$ cat src/rtl/head_table_pkg.sv
// hash_table package: default widths, head-RAM entry layout and FSM state
// type shared by the head_table block.
package hash_table;

    localparam int BUCKET_WIDTH_DEF   = 8;
    localparam int HEAD_PTR_WIDTH_DEF = 10;

    // One head-table entry: pointer into the data table plus its valid flag.
    typedef struct packed {
        logic [HEAD_PTR_WIDTH_DEF-1:0] head_ptr;
        logic                          head_ptr_val;
    } head_ram_data_t;

    typedef enum logic {
        IDLE  = 1'b0,
        CLEAR = 1'b1
    } state_t;

endpackage

$ cat src/rtl/true_dual_port_ram_single_clock.sv
// Two-port synchronous RAM on one clock.
// Ports: clk_i; port A en_a/we_a/addr_a/data_a -> q_a (read-first, q_a holds
// when en_a is low); port B we_b/addr_b/data_b is write-only. On a same-address
// double write, port B wins. No reset: contents are undefined until written.
module true_dual_port_ram_single_clock #(
    parameter int DATA_WIDTH = 11,
    parameter int ADDR_WIDTH = 8
) (
    input  logic                  clk_i,
    input  logic                  en_a,
    input  logic                  we_a,
    input  logic [ADDR_WIDTH-1:0] addr_a,
    input  logic [DATA_WIDTH-1:0] data_a,
    output logic [DATA_WIDTH-1:0] q_a,
    input  logic                  we_b,
    input  logic [ADDR_WIDTH-1:0] addr_b,
    input  logic [DATA_WIDTH-1:0] data_b
);

    logic [DATA_WIDTH-1:0] mem [2**ADDR_WIDTH];

    always_ff @(posedge clk_i) begin
        if (we_a) mem[addr_a] <= data_a;
        if (en_a) q_a <= mem[addr_a];
        if (we_b) mem[addr_b] <= data_b;
    end

endmodule

$ cat src/rtl/head_table.sv
// head_table: bucket -> {head_ptr, head_ptr_val} lookup table with a full
// clear sweep and a write port driven by the data table.
// Ports:
//   clk_i, rst_n_i                     clock, async active-low reset
//   lk_valid_i/lk_ready_o, lk_bucket_i, lk_tag_i     lookup request
//   res_valid_o/res_ready_i, res_bucket_o, res_tag_o,
//   res_head_ptr_o, res_head_ptr_val_o               lookup result
//   upd_wr_en_i, upd_bucket_i, upd_head_ptr_i, upd_head_ptr_val_i  head write
//   clear_ram_run_i, clear_ram_done_o                clear sweep control
// Build option: define HEAD_TABLE_CLEAR_ON_RESET_EN to start a clear sweep
// automatically after reset release (lookups blocked until it completes).
module head_table
    import hash_table::*;
#(
    parameter int BUCKET_WIDTH   = BUCKET_WIDTH_DEF,
    parameter int HEAD_PTR_WIDTH = HEAD_PTR_WIDTH_DEF,
    parameter int TAG_WIDTH      = 32
) (
    input  logic                      clk_i,
    input  logic                      rst_n_i,
    input  logic                      lk_valid_i,
    output logic                      lk_ready_o,
    input  logic [BUCKET_WIDTH-1:0]   lk_bucket_i,
    input  logic [TAG_WIDTH-1:0]      lk_tag_i,
    output logic                      res_valid_o,
    input  logic                      res_ready_i,
    output logic [BUCKET_WIDTH-1:0]   res_bucket_o,
    output logic [TAG_WIDTH-1:0]      res_tag_o,
    output logic [HEAD_PTR_WIDTH-1:0] res_head_ptr_o,
    output logic                      res_head_ptr_val_o,
    input  logic                      upd_wr_en_i,
    input  logic [BUCKET_WIDTH-1:0]   upd_bucket_i,
    input  logic [HEAD_PTR_WIDTH-1:0] upd_head_ptr_i,
    input  logic                      upd_head_ptr_val_i,
    input  logic                      clear_ram_run_i,
    output logic                      clear_ram_done_o
);

    localparam int DW = HEAD_PTR_WIDTH + 1;
    localparam logic [BUCKET_WIDTH-1:0] LAST_ADDR = '1;

    state_t                  state;
    logic [BUCKET_WIDTH-1:0] clr_addr;
    logic [BUCKET_WIDTH-1:0] clr_nxt;
    logic                    start_clr;
    logic                    init_pend;

    logic                    lk_fire;
    logic                    upd_we;
    logic                    we_b;
    logic [BUCKET_WIDTH-1:0] addr_b;
    logic [DW-1:0]           data_b;
    logic [DW-1:0]           upd_data;
    logic [DW-1:0]           q_a;

    logic                    fresh;     // first result cycle: data comes from RAM/bypass
    logic                    byp_hit;   // same-cycle write to the looked-up bucket
    logic [DW-1:0]           byp_data;
    logic [DW-1:0]           hold;
    logic [DW-1:0]           rd_data;
    logic [DW-1:0]           res_data;

`ifdef HEAD_TABLE_CLEAR_ON_RESET_EN
    always_ff @(posedge clk_i or negedge rst_n_i) begin
        if (!rst_n_i)          init_pend <= 1'b1;
        else if (state == IDLE) init_pend <= 1'b0;
    end
`else
    assign init_pend = 1'b0;
`endif

    assign start_clr  = clear_ram_run_i || init_pend;
    assign clr_nxt    = clr_addr + 1'b1;
    assign lk_ready_o = (state == IDLE) && !init_pend && (!res_valid_o || res_ready_i);
    assign lk_fire    = lk_valid_i && lk_ready_o;

    // Port B: the clear sweep owns the write port; updates are dropped meanwhile.
    assign upd_we   = (state == IDLE) && upd_wr_en_i;
    assign upd_data = {upd_head_ptr_i, upd_head_ptr_val_i};
    assign we_b     = (state == CLEAR) || upd_we;
    assign addr_b   = (state == CLEAR) ? clr_addr : upd_bucket_i;
    assign data_b   = (state == CLEAR) ? '0 : upd_data;

    true_dual_port_ram_single_clock #(
        .DATA_WIDTH (DW),
        .ADDR_WIDTH (BUCKET_WIDTH)
    ) u_ram (
        .clk_i  (clk_i),
        .en_a   (lk_fire),
        .we_a   (1'b0),
        .addr_a (lk_bucket_i),
        .data_a ('0),
        .q_a    (q_a),
        .we_b   (we_b),
        .addr_b (addr_b),
        .data_b (data_b)
    );

    always_ff @(posedge clk_i or negedge rst_n_i) begin
        if (!rst_n_i) begin
            state            <= IDLE;
            clr_addr         <= '0;
            clear_ram_done_o <= 1'b0;
        end else begin
            case (state)
                IDLE: begin
                    clear_ram_done_o <= 1'b0;
                    if (start_clr) begin
                        state    <= CLEAR;
                        clr_addr <= '0;
                    end
                end
                CLEAR: begin
                    if (clear_ram_run_i) begin
                        clr_addr         <= '0;
                        clear_ram_done_o <= 1'b0;
                    end else begin
                        clr_addr         <= clr_nxt;
                        // Registered so it is high while the last address is written.
                        clear_ram_done_o <= (clr_nxt == LAST_ADDR);
                        if (clr_addr == LAST_ADDR) state <= IDLE;
                    end
                end
                default: state <= IDLE;
            endcase
        end
    end

    // RAM reads old data on a same-edge write, so capture the write as a bypass.
    assign rd_data  = byp_hit ? byp_data : q_a;
    assign res_data = fresh ? rd_data : hold;
    assign {res_head_ptr_o, res_head_ptr_val_o} = res_data;

    always_ff @(posedge clk_i or negedge rst_n_i) begin
        if (!rst_n_i) begin
            res_valid_o  <= 1'b0;
            res_bucket_o <= '0;
            res_tag_o    <= '0;
            fresh        <= 1'b0;
            byp_hit      <= 1'b0;
            byp_data     <= '0;
            hold         <= '0;
        end else begin
            fresh <= lk_fire;
            if (fresh) hold <= rd_data;
            if (lk_fire) begin
                res_valid_o  <= 1'b1;
                res_bucket_o <= lk_bucket_i;
                res_tag_o    <= lk_tag_i;
                byp_hit      <= upd_we && (upd_bucket_i == lk_bucket_i);
                byp_data     <= upd_data;
            end else if (res_ready_i) begin
                res_valid_o <= 1'b0;
            end
        end
    end

endmodule

$ cat config.mk
export PLATFORM = sky130hd
export DESIGN_NAME = head_table
export DESIGN_NICKNAME = d
export VERILOG_FILES = /design/src/rtl/head_table_pkg.sv /design/src/rtl/true_dual_port_ram_single_clock.sv /design/src/rtl/head_table.sv
export SDC_FILE = /design/constraint.sdc
export NUM_CORES = 2
export LEC_CHECK = 0
export ABC_AREA = 1
export BUFFER_PORTS_ARGS = -buffer_cell sky130_fd_sc_hd__buf_2
export CORE_MARGIN = 5
export CORE_UTILIZATION = 45
export CTS_BUF_LIST = sky130_fd_sc_hd__clkbuf_4
export CTS_CLUSTER_DIAMETER = 50
export DETAILED_ROUTE_END_ITERATION = 8
export GPL_ROUTABILITY_DRIVEN = 1
export SLEW_MARGIN = 30
export SYNTH_ARGS = -nofsm -noshare
export SYNTH_HDL_FRONTEND = slang
export SYNTH_SLANG_ARGS = --single-unit
$ cat constraint.sdc
create_clock -name clk_i -period 10.95 [get_ports clk_i]
set_input_delay 1.6425 -clock clk_i [delete_from_list [all_inputs] [get_ports clk_i]]
set_output_delay 1.6425 -clock clk_i [all_outputs]
set_load 0.05 [all_outputs]
==> results.cfg <==
[floorplanning]
die-area_um2 = 272000
rows = 187
coreArea_um2 = 260000
io_pins = 119
die_w_um = 522
die_h_um = 522
start_util_pct = 45.3

[yosys]
synth-xor-area-share_pct = 0.0744
avgSynthCellArea_um2 = 11.9
synth.mux.area_fraction_pct = 0
syn_nets = 9932
synth_top_family_by_area = simple AND/OR/NAND/NOR gates
ys_dominant_reg_cell = edfxtp_1
async_reset_ff_share_pct = 2.58
synth-adder-area-share_pct = 0.0212
yosys_warnings = 0
synth_cells = 9865
synth_edf_count = 2827
synth_simple_gate_area_share_pct = 22.6
yosysTopAreaCell = edfxtp_1
synth-seq-cells = 2902
yosysMostFrequentCell = nand2_1
yosys-top-cells-count = 3052 x nand2_1, 2827 x edfxtp_1, 2779 x nand3_1
synth_area_um2 = 118000
yosysTopAreaCellShare_pct = 72.1
synth_compound_area_share_pct = 0.233
ys_seq_area_share_pct = 73.7
synth_cell_types = 31
ys_top_cells_by_area = edfxtp_1 72%, nand3_1 12%, nand2_1 9.7%, dfrtp_1 1.6%, buf_2 1.5%

[timing]
hold_violations = 0
finalMaxSlewViolations = 0
timing.setup.tns_ns = 0
rsz0062_at_grt = no
max_freq_mhz = 210
setup_viol = 0
final.min_clock_period_ns = 4.75
fin_skew_ns = 0.108
period_share_pct = 43.4
fin_ws_ns = 6.20
worstMarginPinSlew_ns = 1.03
slew_headroom_pct = 31.5
hold_slack_ns = 0.304

[job]
drv_cap = 0

[worst_setup_path]
path_max_fanout = 116
arrival_ns = 5.82
start_kind = input port
timing.rr.start = state
crit_start = lk_bucket_i[1]
cp-end-kind = flop
crit_type = in2reg
cp_data_required_time_ns = 12.02

[global_routing]
grt_usage_pct = 24.6
grt_pass1_wl_mm = 505
antenna_found_initial = 9
grt_start_max_net_pins = 218
grt-ovfl-total = 0
grt_pass1_vias = 76497

[drt]
antenna_left = 0
vias = 80099
drtIter0Drc = 9209
routedWlPerCell_um = 24.2
drcViolationCount = 0
first_pass_iters = 6
postRouteWirelength_mm = 343
viasPerCell = 5.64

[power]
pwr-share-seq_pct = 54.2
internal_power_uw = 17000
cellPowerDensity_nw_per_um2 = 170
clkPwrFrac_pct = 40.3
switchingPower_uw = 5190
comb_power_share_pct = 5.5
swShare_pct = 23.4
power_leakage_uw = 0.0472
irDropWorstVdd_uv = 89.4

[placement]
dp_hpwl_mm = 182
dp_slack_ns = 4.79
place_area_um2 = 121000
gp_congestion = 0.858
io_buffers = 118

[cts]
cts.clk_slew.worst_paths_ns = 0.07
ctsHoldBuffers = 0
cts-root-buf = clkbuf_4
h-tree-depth = 6
clk_path_buf_depth = 4
clk_latency_ns = 1.36
clock_sinks = 2902
cts_setup_buffers = 0
cts_buffers = 723
cts_tree = done
cts-resized-gates = 0

[min_path]
hp-class = in2async

[run_status]
status = finished, final reports clean

[final_layout]
nets = 10280
fin_area_um2 = 131000
area_growth_pct = 10.8
drive_gt1_share_pct = 15.2
==> registers in the layout, indices dropped and copies added (netlist names) <==
register	cells
u_ram.mem	2816
res_tag_o	32
byp_data	11
hold	11
u_ram.q_a	11
clr_addr	8
res_bucket_o	8
byp_hit	1
clear_ram_done_o	1
fresh	1
res_valid_o	1
state	1
==> worst max-delay path, cell delays in order <==
cell	delay, ns
buf_8	0.20
inv_8	0.74
buf_4	0.87
buf_4	0.82
nand3_1	0.17
nand3_1	0.13
nand3_1	0.08
nand3_1	0.16
nand3_1	0.27
nand3_1	0.18
nand2_1	0.07
nand2_1	0.25
nand2_1	0.10
==> final cells by class <==
cell class	count	area, µm²
Inverter	68	297
Clock buffer	1044	7840
Antenna cell	7	17.5
Fill cell	23039	130000
Multi-Input combinational cell	6224	27700
Timing Repair Buffer	294	2500
Tap cell	3496	4370
Clock inverter	169	1090
Sequential cell	2902	86800
==> cells by family after synthesis <==
logic type,Yosys count
AOI/OAI and AO/OA,49
xor gates and xnor gates,10
adders and majority gates,2
buffers and inverters,739
DFF,2902
and+or+nand+nor,6163
==> stage by stage <==
step | utilization (%) | std cells | total power, µW
6_report | 50.2 | 14204 | 22200
5_1_grt | 50.2 | 14199 | 23100
4_1_cts | 50.1 | 14188 | 22400
3_5_place_dp | 46.6 | 12975 | 13500
3_3_place_gp | 46.4 | 12972 | 13500
2_1_floorplan | - | 9865 | 13100
==> layout by cell type (no fill, tap or decap), drive strengths merged <==
cell	instances
clkinvlp	7
bufinv	15
dfrtp	75
a21oi	1
o21bai	1
o22ai	7
nand2	3056
clkinv	130
inv	85
nand3b	1
clkbuf	1044
buf	294
nor3	6
diode	7
xor2	8
nor2	320
a31oi	11
o21ai	28
a2111oi	1
nand3	2779
nor4b	1
ha	2
edfxtp	2827
xnor2	2
==> metal layers <==
metal,up-vias,share of wire (%),wire [µm],GRT usage [%]
met4,6,3.7,12600,9.89
met1,39322,41,139000,33.9
met2,4022,46,160000,38.4
met3,620,9.3,31800,5.16
met5,-,0.012,42,0
li1,36129,-,-,-
==> power groups by stage <==
stage / sequential, µW / clock (µW) / combinational [µW]
floorplan: 12300 / 0 / 770
global placement: 12300 / 0 / 1190
detailed placement: 12300 / 0 / 1200
CTS: 12000 / 9130 / 1200
global route: 12000 / 9740 / 1310
finish: 12000 / 8960 / 1220
==> final timing paths <==
path / endpoint / slack [ns] / cells past startpoint
max in group asynchronous: res_tag_o[22] / 10.13 / 1
worst max-delay path: u_ram.q_a[10] / 6.20 / 13
min in group clk_i: res_tag_o[18] / 0.47 / 2
worst min-delay path: res_tag_o[12] / 0.30 / 1
worst max register to register: u_ram.mem[180][4] / 6.60 / 6
worst min register to register: res_tag_o[18] / 0.47 / 2
No activity file was read; power rests on OpenSTA's default activity.
